<file path="src/rtl/conv11_pkg.sv">
// Shared definitions for the 1x1-conv MAC datapath: state encoding, default widths
// and saturation bounds used by the requantiser.
package conv11_pkg;

  localparam int DEF_DATA_WIDTH = 8;
  localparam int DEF_ACC_WIDTH  = 32;

  typedef enum logic [2:0] {
    ST_IDLE  = 3'd0,
    ST_FETCH = 3'd1,
    ST_MAC   = 3'd2,
    ST_POST  = 3'd3,
    ST_HOLD  = 3'd4
  } state_t;

  function automatic longint sat_max(input int dw);
    return (longint'(1) << (dw - 1)) - longint'(1);
  endfunction

  function automatic longint sat_min(input int dw);
    return -(longint'(1) << (dw - 1));
  endfunction

endpackage

</file>
<file path="src/rtl/conv11_requant.sv">
// Combinational requantiser: bias add, round-half-up arithmetic shift, optional ReLU
// and saturation to the signed result width.
module conv11_requant
  import conv11_pkg::*;
#(
  parameter int DATA_WIDTH = DEF_DATA_WIDTH,
  parameter int ACC_WIDTH  = DEF_ACC_WIDTH,
  parameter int SHIFT      = 7,
  parameter int RELU_EN    = 1
) (
  input  logic [ACC_WIDTH-1:0]  i_acc,
  input  logic [ACC_WIDTH-1:0]  i_bias,
  output logic [DATA_WIDTH-1:0] o_result
);

  // Two guard bits so the bias add and rounding offset can never wrap.
  localparam int TW = ACC_WIDTH + 2;
  localparam logic [TW-1:0] RND = (TW'(1) << SHIFT) >> 1;

  logic signed [TW-1:0] w_sum;
  logic signed [TW-1:0] w_rnd;
  logic signed [TW-1:0] w_relu;
  logic signed [63:0]   w_wide;

  always_comb begin
    w_sum  = TW'($signed(i_acc)) + TW'($signed(i_bias));
    w_rnd  = (w_sum + $signed(RND)) >>> SHIFT;
    w_relu = ((RELU_EN != 0) && w_rnd[TW-1]) ? '0 : w_rnd;
    w_wide = 64'(w_relu);
    if (w_wide > sat_max(DATA_WIDTH)) begin
      o_result = DATA_WIDTH'(sat_max(DATA_WIDTH));
    end else if (w_wide < sat_min(DATA_WIDTH)) begin
      o_result = DATA_WIDTH'(sat_min(DATA_WIDTH));
    end else begin
      o_result = w_wide[DATA_WIDTH-1:0];
    end
  end

endmodule

</file>
<file path="src/rtl/conv11_mac_unit.sv">
// 1x1-conv MAC: pulls one activation per input channel from the input buffer,
// accumulates act*weight over IN_CH channels, then requantises and offers the result.
module conv11_mac_unit
  import conv11_pkg::*;
#(
  parameter int  DATA_WIDTH = DEF_DATA_WIDTH,
  parameter int  IN_CH      = 16,
  parameter int  ACC_WIDTH  = DEF_ACC_WIDTH,
  parameter int  SHIFT      = 7,
  parameter int  RELU_EN    = 1,
  localparam int AW         = (IN_CH > 1) ? $clog2(IN_CH) : 1
) (
  input  logic                  clk,
  input  logic                  rst,
  input  logic                  i_inputbuf_load,
  input  logic [DATA_WIDTH-1:0] i_act_in,
  output logic                  o_inputbuf_read_en,
  output logic [AW-1:0]         o_weight_addr,
  input  logic [DATA_WIDTH-1:0] i_weight_in,
  input  logic [ACC_WIDTH-1:0]  i_bias_in,
  output logic [DATA_WIDTH-1:0] o_result_data,
  output logic                  o_result_valid,
  input  logic                  i_result_ready,
  output logic                  o_busy
);

  localparam int            PW   = 2 * DATA_WIDTH;
  localparam logic [AW-1:0] LAST = AW'(IN_CH - 1);

  state_t                r_state, w_state_nxt;
  logic [ACC_WIDTH-1:0]  r_acc, w_acc_nxt;
  logic [AW-1:0]         r_ch_cnt, w_ch_nxt;
  logic                  r_read_en, w_read_en_nxt;
  logic                  r_result_valid, w_valid_nxt;
  logic [DATA_WIDTH-1:0] r_result_data, w_data_nxt;

  logic signed [DATA_WIDTH-1:0] w_act_s;
  logic signed [DATA_WIDTH-1:0] w_wt_s;
  logic signed [PW-1:0]         w_prod;
  logic [DATA_WIDTH-1:0]        w_requant;

  assign w_act_s = i_act_in;
  assign w_wt_s  = i_weight_in;
  assign w_prod  = PW'(w_act_s) * PW'(w_wt_s);

  conv11_requant #(
    .DATA_WIDTH (DATA_WIDTH),
    .ACC_WIDTH  (ACC_WIDTH),
    .SHIFT      (SHIFT),
    .RELU_EN    (RELU_EN)
  ) u_requant (
    .i_acc    (r_acc),
    .i_bias   (i_bias_in),
    .o_result (w_requant)
  );

  always_ff @(posedge clk or posedge rst) begin
    if (rst) begin
      r_state        <= ST_IDLE;
      r_acc          <= '0;
      r_ch_cnt       <= '0;
      r_read_en      <= 1'b0;
      r_result_valid <= 1'b0;
      r_result_data  <= '0;
    end else begin
      r_state        <= w_state_nxt;
      r_acc          <= w_acc_nxt;
      r_ch_cnt       <= w_ch_nxt;
      r_read_en      <= w_read_en_nxt;
      r_result_valid <= w_valid_nxt;
      r_result_data  <= w_data_nxt;
    end
  end

  // The buffer's registered output lands in MAC, one cycle after the FETCH strobe.
  always_comb begin
    w_state_nxt   = r_state;
    w_acc_nxt     = r_acc;
    w_ch_nxt      = r_ch_cnt;
    w_read_en_nxt = 1'b0;
    w_valid_nxt   = r_result_valid;
    w_data_nxt    = r_result_data;
    case (r_state)
      ST_IDLE: begin
        if (i_inputbuf_load) begin
          w_read_en_nxt = 1'b1;
          w_state_nxt   = ST_FETCH;
        end
      end
      ST_FETCH: begin
        w_state_nxt = ST_MAC;
      end
      ST_MAC: begin
        w_acc_nxt = r_acc + ACC_WIDTH'(w_prod);
        if (r_ch_cnt == LAST) begin
          w_state_nxt = ST_POST;
        end else begin
          w_ch_nxt    = r_ch_cnt + AW'(1);
          w_state_nxt = ST_IDLE;
        end
      end
      ST_POST: begin
        w_data_nxt  = w_requant;
        w_valid_nxt = 1'b1;
        w_acc_nxt   = '0;
        w_ch_nxt    = '0;
        w_state_nxt = ST_HOLD;
      end
      ST_HOLD: begin
        if (i_result_ready) begin
          w_valid_nxt = 1'b0;
          w_state_nxt = ST_IDLE;
        end
      end
      default: begin
        w_state_nxt = ST_IDLE;
      end
    endcase
  end

  assign o_inputbuf_read_en = r_read_en;
  assign o_weight_addr      = r_ch_cnt;
  assign o_result_data      = r_result_data;
  assign o_result_valid     = r_result_valid;
  assign o_busy             = (r_state != ST_IDLE) || (r_ch_cnt != '0);

endmodule

</file>
<file path="config.mk">
export PLATFORM = sky130hd
export DESIGN_NAME = conv11_mac_unit
export DESIGN_NICKNAME = d
export VERILOG_FILES = /design/src/rtl/conv11_pkg.sv /design/src/rtl/conv11_requant.sv /design/src/rtl/conv11_mac_unit.sv
export SDC_FILE = /design/constraint.sdc
export NUM_CORES = 1
export LEC_CHECK = 0
export BUFFER_PORTS_ARGS = -buffer_cell sky130_fd_sc_hd__buf_2
export CORE_MARGIN = 3
export CORE_UTILIZATION = 60
export CTS_CLUSTER_SIZE = 10
export DETAILED_ROUTE_END_ITERATION = 10
export PLACE_DENSITY_LB_ADDON = 0.2
export RECOVER_POWER = 50
export REMOVE_ABC_BUFFERS = 1
export SYNTH_ARGS = -nofsm -noshare
export SYNTH_HDL_FRONTEND = slang
export SYNTH_SLANG_ARGS = --single-unit
</file>
<file path="constraint.sdc">
create_clock -name clk -period 10.1 [get_ports clk]
set_clock_uncertainty 0.15 [all_clocks]
set_input_delay 1.01 -clock clk [delete_from_list [all_inputs] [get_ports clk]]
set_output_delay 1.01 -clock clk [all_outputs]
set_load 0.01 [all_outputs]
</file>
# [Yosys cells after proc, flatten, opt, wreduce, memory -nomap -nowiden]
# Cells that the tools add are included.
[totals] latch_bits=0 romBits=0 output_inout_bits=15 mem_bits_rw=0 ff_bits=49 n_memories=0
[op_classes] shifts=0 n_mux=14 div_mod_pow=0 n_mul=1 eq_ne=8 add_sub_neg=4 n_reduce_logical=9 magnitude_cmp=2 bitwise=0
[op_table] operator="one-hot mux 32 bit (2 select lines)" count=1
[op_table] operator="adder 34 x 8 -> 34 bit, second input constant" count=1
[op_table] operator="greater-than comparator 34 x 8 -> 1 bit, second input constant" count=1
[op_table] operator="< comparator 34 x 8 -> 1 bit, second input constant" count=1
[op_table] operator="adder 32 x 32 -> 33 bit" count=1
[op_table] operator="adder 32 bit" count=1
[op_table] operator="two-way mux 26 bit" count=1
[op_table] operator="multiplier 8 x 8 -> 16 bit" count=1
[op_table] operator="two-way mux 8 bit" count=2
[op_table] operator="one-hot mux 3 bit (5 select lines)" count=1
[op_table] operator="one-hot mux 4 bit (2 select lines)" count=1
[op_table] operator="equality test 3 x 2 -> 1 bit, second input constant" count=2
[op_table] operator="two-way mux 3 bit" count=2
[op_table] operator="inequality test 2 bit, second input constant" count=3
[op_table] operator="AND reduction 2 bit" count=3
[op_table] operator="adder 4 x 1 -> 4 bit, second input constant" count=1
[op_table] operator="equality test 4 bit, second input constant" count=1
[op_table] operator="two-way mux 4 bit" count=1
[op_table] operator="nonzero test 2 bit" count=2
[op_table] operator="nonzero test 4 bit" count=1
[op_table] operator="equality test 3 x 1 -> 1 bit, second input constant" count=1
[op_table] operator="equality test 3 bit, second input constant" count=1
[op_table] operator="zero test 3 bit" count=1
[op_table] operator="two-way mux 1 bit" count=3
[op_table] operator="other kinds (4)" count=4

# [Logic depth before layout (Yosys ltp)]
[depth] word_depth=6 mapped_depth=33 depth_no_buf=33

# [Hierarchy]
# A second synthesis with hierarchy kept.
[unflattened] cells_unflattened=965 hier_area_um2=8340.5
[by_module_without_submodules] mod="conv11_mac_unit" instances=1 area_per_inst_um2=6023.3 cells_per_inst=650
[by_module_without_submodules] mod="conv11_requant" instances=1 area_per_inst_um2=2317.2 cells_per_inst=315

# [Worst setup path after synthesis]
# Ideal clock, no wire load.
[synth_path] path_type="input to register" startpoint="input i_act_in[3]" endpoint="register r_acc[31]" setup_time_ns=0.121 cell_stages=29 required_ns=9.829 path_slack_ns=1.965 n_path_buf=0 arrival_ns=7.864 cell_sequence="and2_1 fa_1 inv_1 fa_1 inv_1 fa_1 inv_1 fa_1 inv_1 ha_1 inv_1 o21bai_1 a21oi_1 o21bai_1 a41oi_1 a211o_1 xnor2_1 ha_1 a21o_1 a21o_1 a21oi_1 nand2_1 o221ai_1 o21ai_1 o41a_1 a211oi_1 xnor2_1 o21ai_1 a22o_1"
[synth_via] elab_chain_cells=3
[synth_lines] item="start: declaration" line="conv11_mac_unit.sv:16" text="input logic [DATA_WIDTH-1:0] i_act_in,"
[synth_lines] item="multiplier 8 x 8 -> 16 bit" line="conv11_mac_unit.sv:44" text="assign w_prod = PW'(w_act_s) * PW'(w_wt_s);"
[synth_lines] item="adder 32 bit" line="conv11_mac_unit.sv:94" text="w_acc_nxt = r_acc + ACC_WIDTH'(w_prod);"
[synth_lines] item="one-hot mux 32 bit (2 select lines)" line="conv11_mac_unit.sv:83" text="case (r_state)"
[synth_lines] item="end signal: assignment" line="conv11_mac_unit.sv:67" text="r_acc <= w_acc_nxt;"
[synth_lines] item="end: declaration" line="conv11_mac_unit.sv:31" text="logic [ACC_WIDTH-1:0] r_acc, w_acc_nxt;"
# Every way passes these cells.
# A chain may end at the register's enable or synchronous reset.

# [Worst setup path in the final report]
# Ends and elaborated chain as after synthesis.

==> results.py <==
metrics = {
    "worst_setup_path": {
        "cp.arrival_ns": 7.82,
        "r2r_slack_ns": 5.69,
        "worstSetupStartpointType": "primary input",
        "critPathCaptureType": "register",
        "worst_r2r_endpoint": "o_result_data[6]",
        "crit_family": "compound AO/OA/AOI/OAI gates",
        "regToRegStartpoint": "r_acc[5]",
        "crit_buf_inv": 7,
        "path_class": "primary input to register",
        "cpMaxStageDelayCell": "fa_1",
        "crit_top_cell": "inv_1",
        "cp_max_fo": 19,
        "worstSetupStartpoint": "i_act_in[3]",
        "max_stage_delay_ns": 0.53,
        "required_ns": 10.14,
        "rr_worst_depth": 14,
    },
    "die": {
        "start_util_pct": 61.9,
        "io_pins": 67,
        "core_um2": 13400,
        "fp.dieArea_um2": 15300,
        "fp.dieW_um": 124,
        "rows": 42,
        "die_y_um": 124,
    },
    "sta": {
        "slew_headroom_pct": -31.7,
        "hold_viol_final": 0,
        "setup-violations-final": 0,
        "fmax_mhz": 129,
        "worst-slew-pin-transition_ns": 1.97,
        "layout_min_cycle_time_ns": 7.78,
        "fin_crit_sh_pct": 77.0,
        "tns_ns": 0,
        "drv_slew": 50,
        "rsz0062_at_grt": "false",
    },
    "logic_synthesis": {
        "avgSynthCellArea_um2": 8.59,
        "netlist_area_um2": 8290,
        "synth_common_cells": "inv_1, ha_1, nand2_1, a21oi_1, fa_1",
        "yosysMostFrequentCell": "inv_1",
        "synth_edf_count": 0,
        "synth_top_area_share_pct": 14.8,
        "synth_flop_cell": "dfrtp_1",
        "async_reset_ff_share_pct": 100,
        "syn-instance-count": 966,
        "synth_top_area_cell": "dfrtp_1",
        "yosys_register_bits": 49,
        "synth.distinct_cells": 96,
        "yosysWarnings": 0,
        "synth_seq_area_share_pct": 14.8,
        "synth.area.top_cells": "dfrtp_1, ha_1, fa_1",
    },
    "final_layout": {
        "n_fill_cell": 1130,
        "drive_above_1_share_pct": 11.6,
        "utilization_pct": 66.4,
        "finalNetCount": 1224,
        "num_antenna_cells": 0,
        "area_growth_syn_to_layout_pct": 7.35,
        "stdcell_area_um2": 8900,
    },
    "routing": {
        "drt-initial-drc-count": 489,
        "drtPass1Iterations": 5,
        "wl_per_cell_um": 15.2,
        "drcViolationCount": 0,
        "ant_nets": 0,
        "drt-total-wl_mm": 18.2,
        "vias": 7087,
        "vias_per_cell": 5.92,
    },
    "grt": {
        "grt_pass1_vias": 6698,
        "grt_usage_pct": 24.4,
        "grt_pass1_wl_mm": 30.7,
        "antenna_found_initial": 0,
        "grt_max_degree": 50,
        "grt-ovfl-total": 0,
    },
    "placed_design": {
        "place_area_um2": 8740,
        "gp_congestion": 0.878,
        "portBuffers": 66,
        "hpwl_mm": 15.1,
    },
    "clock_network": {
        "cts_setup_buffers": 0,
        "hold_buffers": 0,
        "cts-resized-gates": 0,
        "htree_levels": 2,
        "cts_root_buf": "clkbuf_16",
        "cts_tree": "built",
        "clk_pin_slew_ns": 0.07,
        "cts_buffers": 5,
        "clk_latency_ns": 0.30,
        "cts.sinks": 49,
        "cts_buffer_depth": 2,
    },
    "min_path": {
        "worst_hold_path.endpoint": "o_result_data[7]",
        "holdPathStages": 1,
        "hp-start": "o_result_data[7]",
        "hold_class": "register to register",
    },
    "job": {
        "maxCapViolCount": 1,
    },
    "outcome": {
        "status": "finished with violations",
        "violations": "max-capacitance violations, max-slew violations",
    },
}
-- through the flow --
stage                     cells  setup WS (ns)  hold WS (ns)
final                      1197           2.32         0.333
after global placement     1189           2.16         0.314
after CTS                  1197           2.33         0.335
after detailed placement   1189           2.02         0.315
after global routing       1197           1.78         0.369
after floorplan             944           1.96         0.326
-- state kept, by name (all words and copies together) (netlist names) --
register / cells
o_result_data: 8
o_result_valid: 1
r_acc: 32
o_inputbuf_read_en: 1
r_state: 3
o_weight_addr: 4
-- layout by cell type, fill, tap and decap left out, types with 4 or more instances in the layout --
cell / synthesis / routed
nand2_1: 77 / 77
a21boi_0: 4 / 4
xor2_1: 23 / 23
a21o_1: 18 / 18
and3_1: 13 / 13
o31ai_1: 5 / 5
fa_1: 56 / 56
a41oi_1: 4 / 4
or3_1: 14 / 14
and2_1: 47 / 47
nor3_1: 15 / 15
a22o_1: 22 / 22
o21bai_1: 15 / 15
o21a_1: 4 / 4
nor2b_1: 16 / 16
nand2b_1: 4 / 4
nand4_1: 10 / 10
clkbuf_16: 0 / 5
ha_1: 96 / 96
buf_2: 1 / 63
inv_1: 117 / 117
a21oi_1: 67 / 67
clkbuf_1: 13 / 4
o41ai_1: 4 / 4
and4_1: 7 / 7
dfrtp_1: 49 / 49
nor2_1: 49 / 49
a32oi_1: 7 / 7
o211ai_1: 7 / 7
nand3_1: 10 / 10
a211oi_1: 9 / 9
xnor2_1: 41 / 40
o21ai_0: 39 / 39
a31oi_1: 7 / 7
-- worst max path at each step --
stage	to	slack (ns)	depth (start not counted)
final	r_acc[31]	2.32	31
after global routing	r_acc[31]	1.78	30
after CTS	r_acc[31]	2.33	31
after detailed placement	r_acc[31]	2.02	31
after global placement	r_acc[31]	2.16	31
after floorplan	r_acc[31]	1.96	29
-- final cells by class --
cell class	count	area (um^2)	area share [%]
inverter	117	439	4.93
clock buffer	5	125	1.41
tap	176	220	2.47
timing repair buffer	69	345	3.88
sequential	49	1230	13.8
multi-input combinational	778	6500	73.0
clock inverter	3	43.8	0.492
-- cells by family (layout without fill, tap and decap cells) --
family,count (synthesis),count (layout),synth area share [%]
AND/OR/NAND/NOR,296,296,19.8
buffers and inverters,139,194,6.89
XOR/XNOR,66,66,7.42
multiplexers,4,4,0.513
adder cells (fa/ha/maj),152,152,28.0
AO/OA/AOI/OAI,260,260,22.6
flip-flops,49,49,14.8
-- metal layers --
metal | track usage (%) | vias to the layer above | wire length [um]
li1 | - | 3529 | -
met1 | 36.1 | 3375 | 8930
met2 | 39.0 | 166 | 8210
met3 | 3.09 | 17 | 819
met4 | 4.15 | 0 | 193
met5 | 0 | - | 0
Power is left out: the tool's default activity adds up to more than one toggle a clock period on the data nets, which glitch-free logic cannot reach.
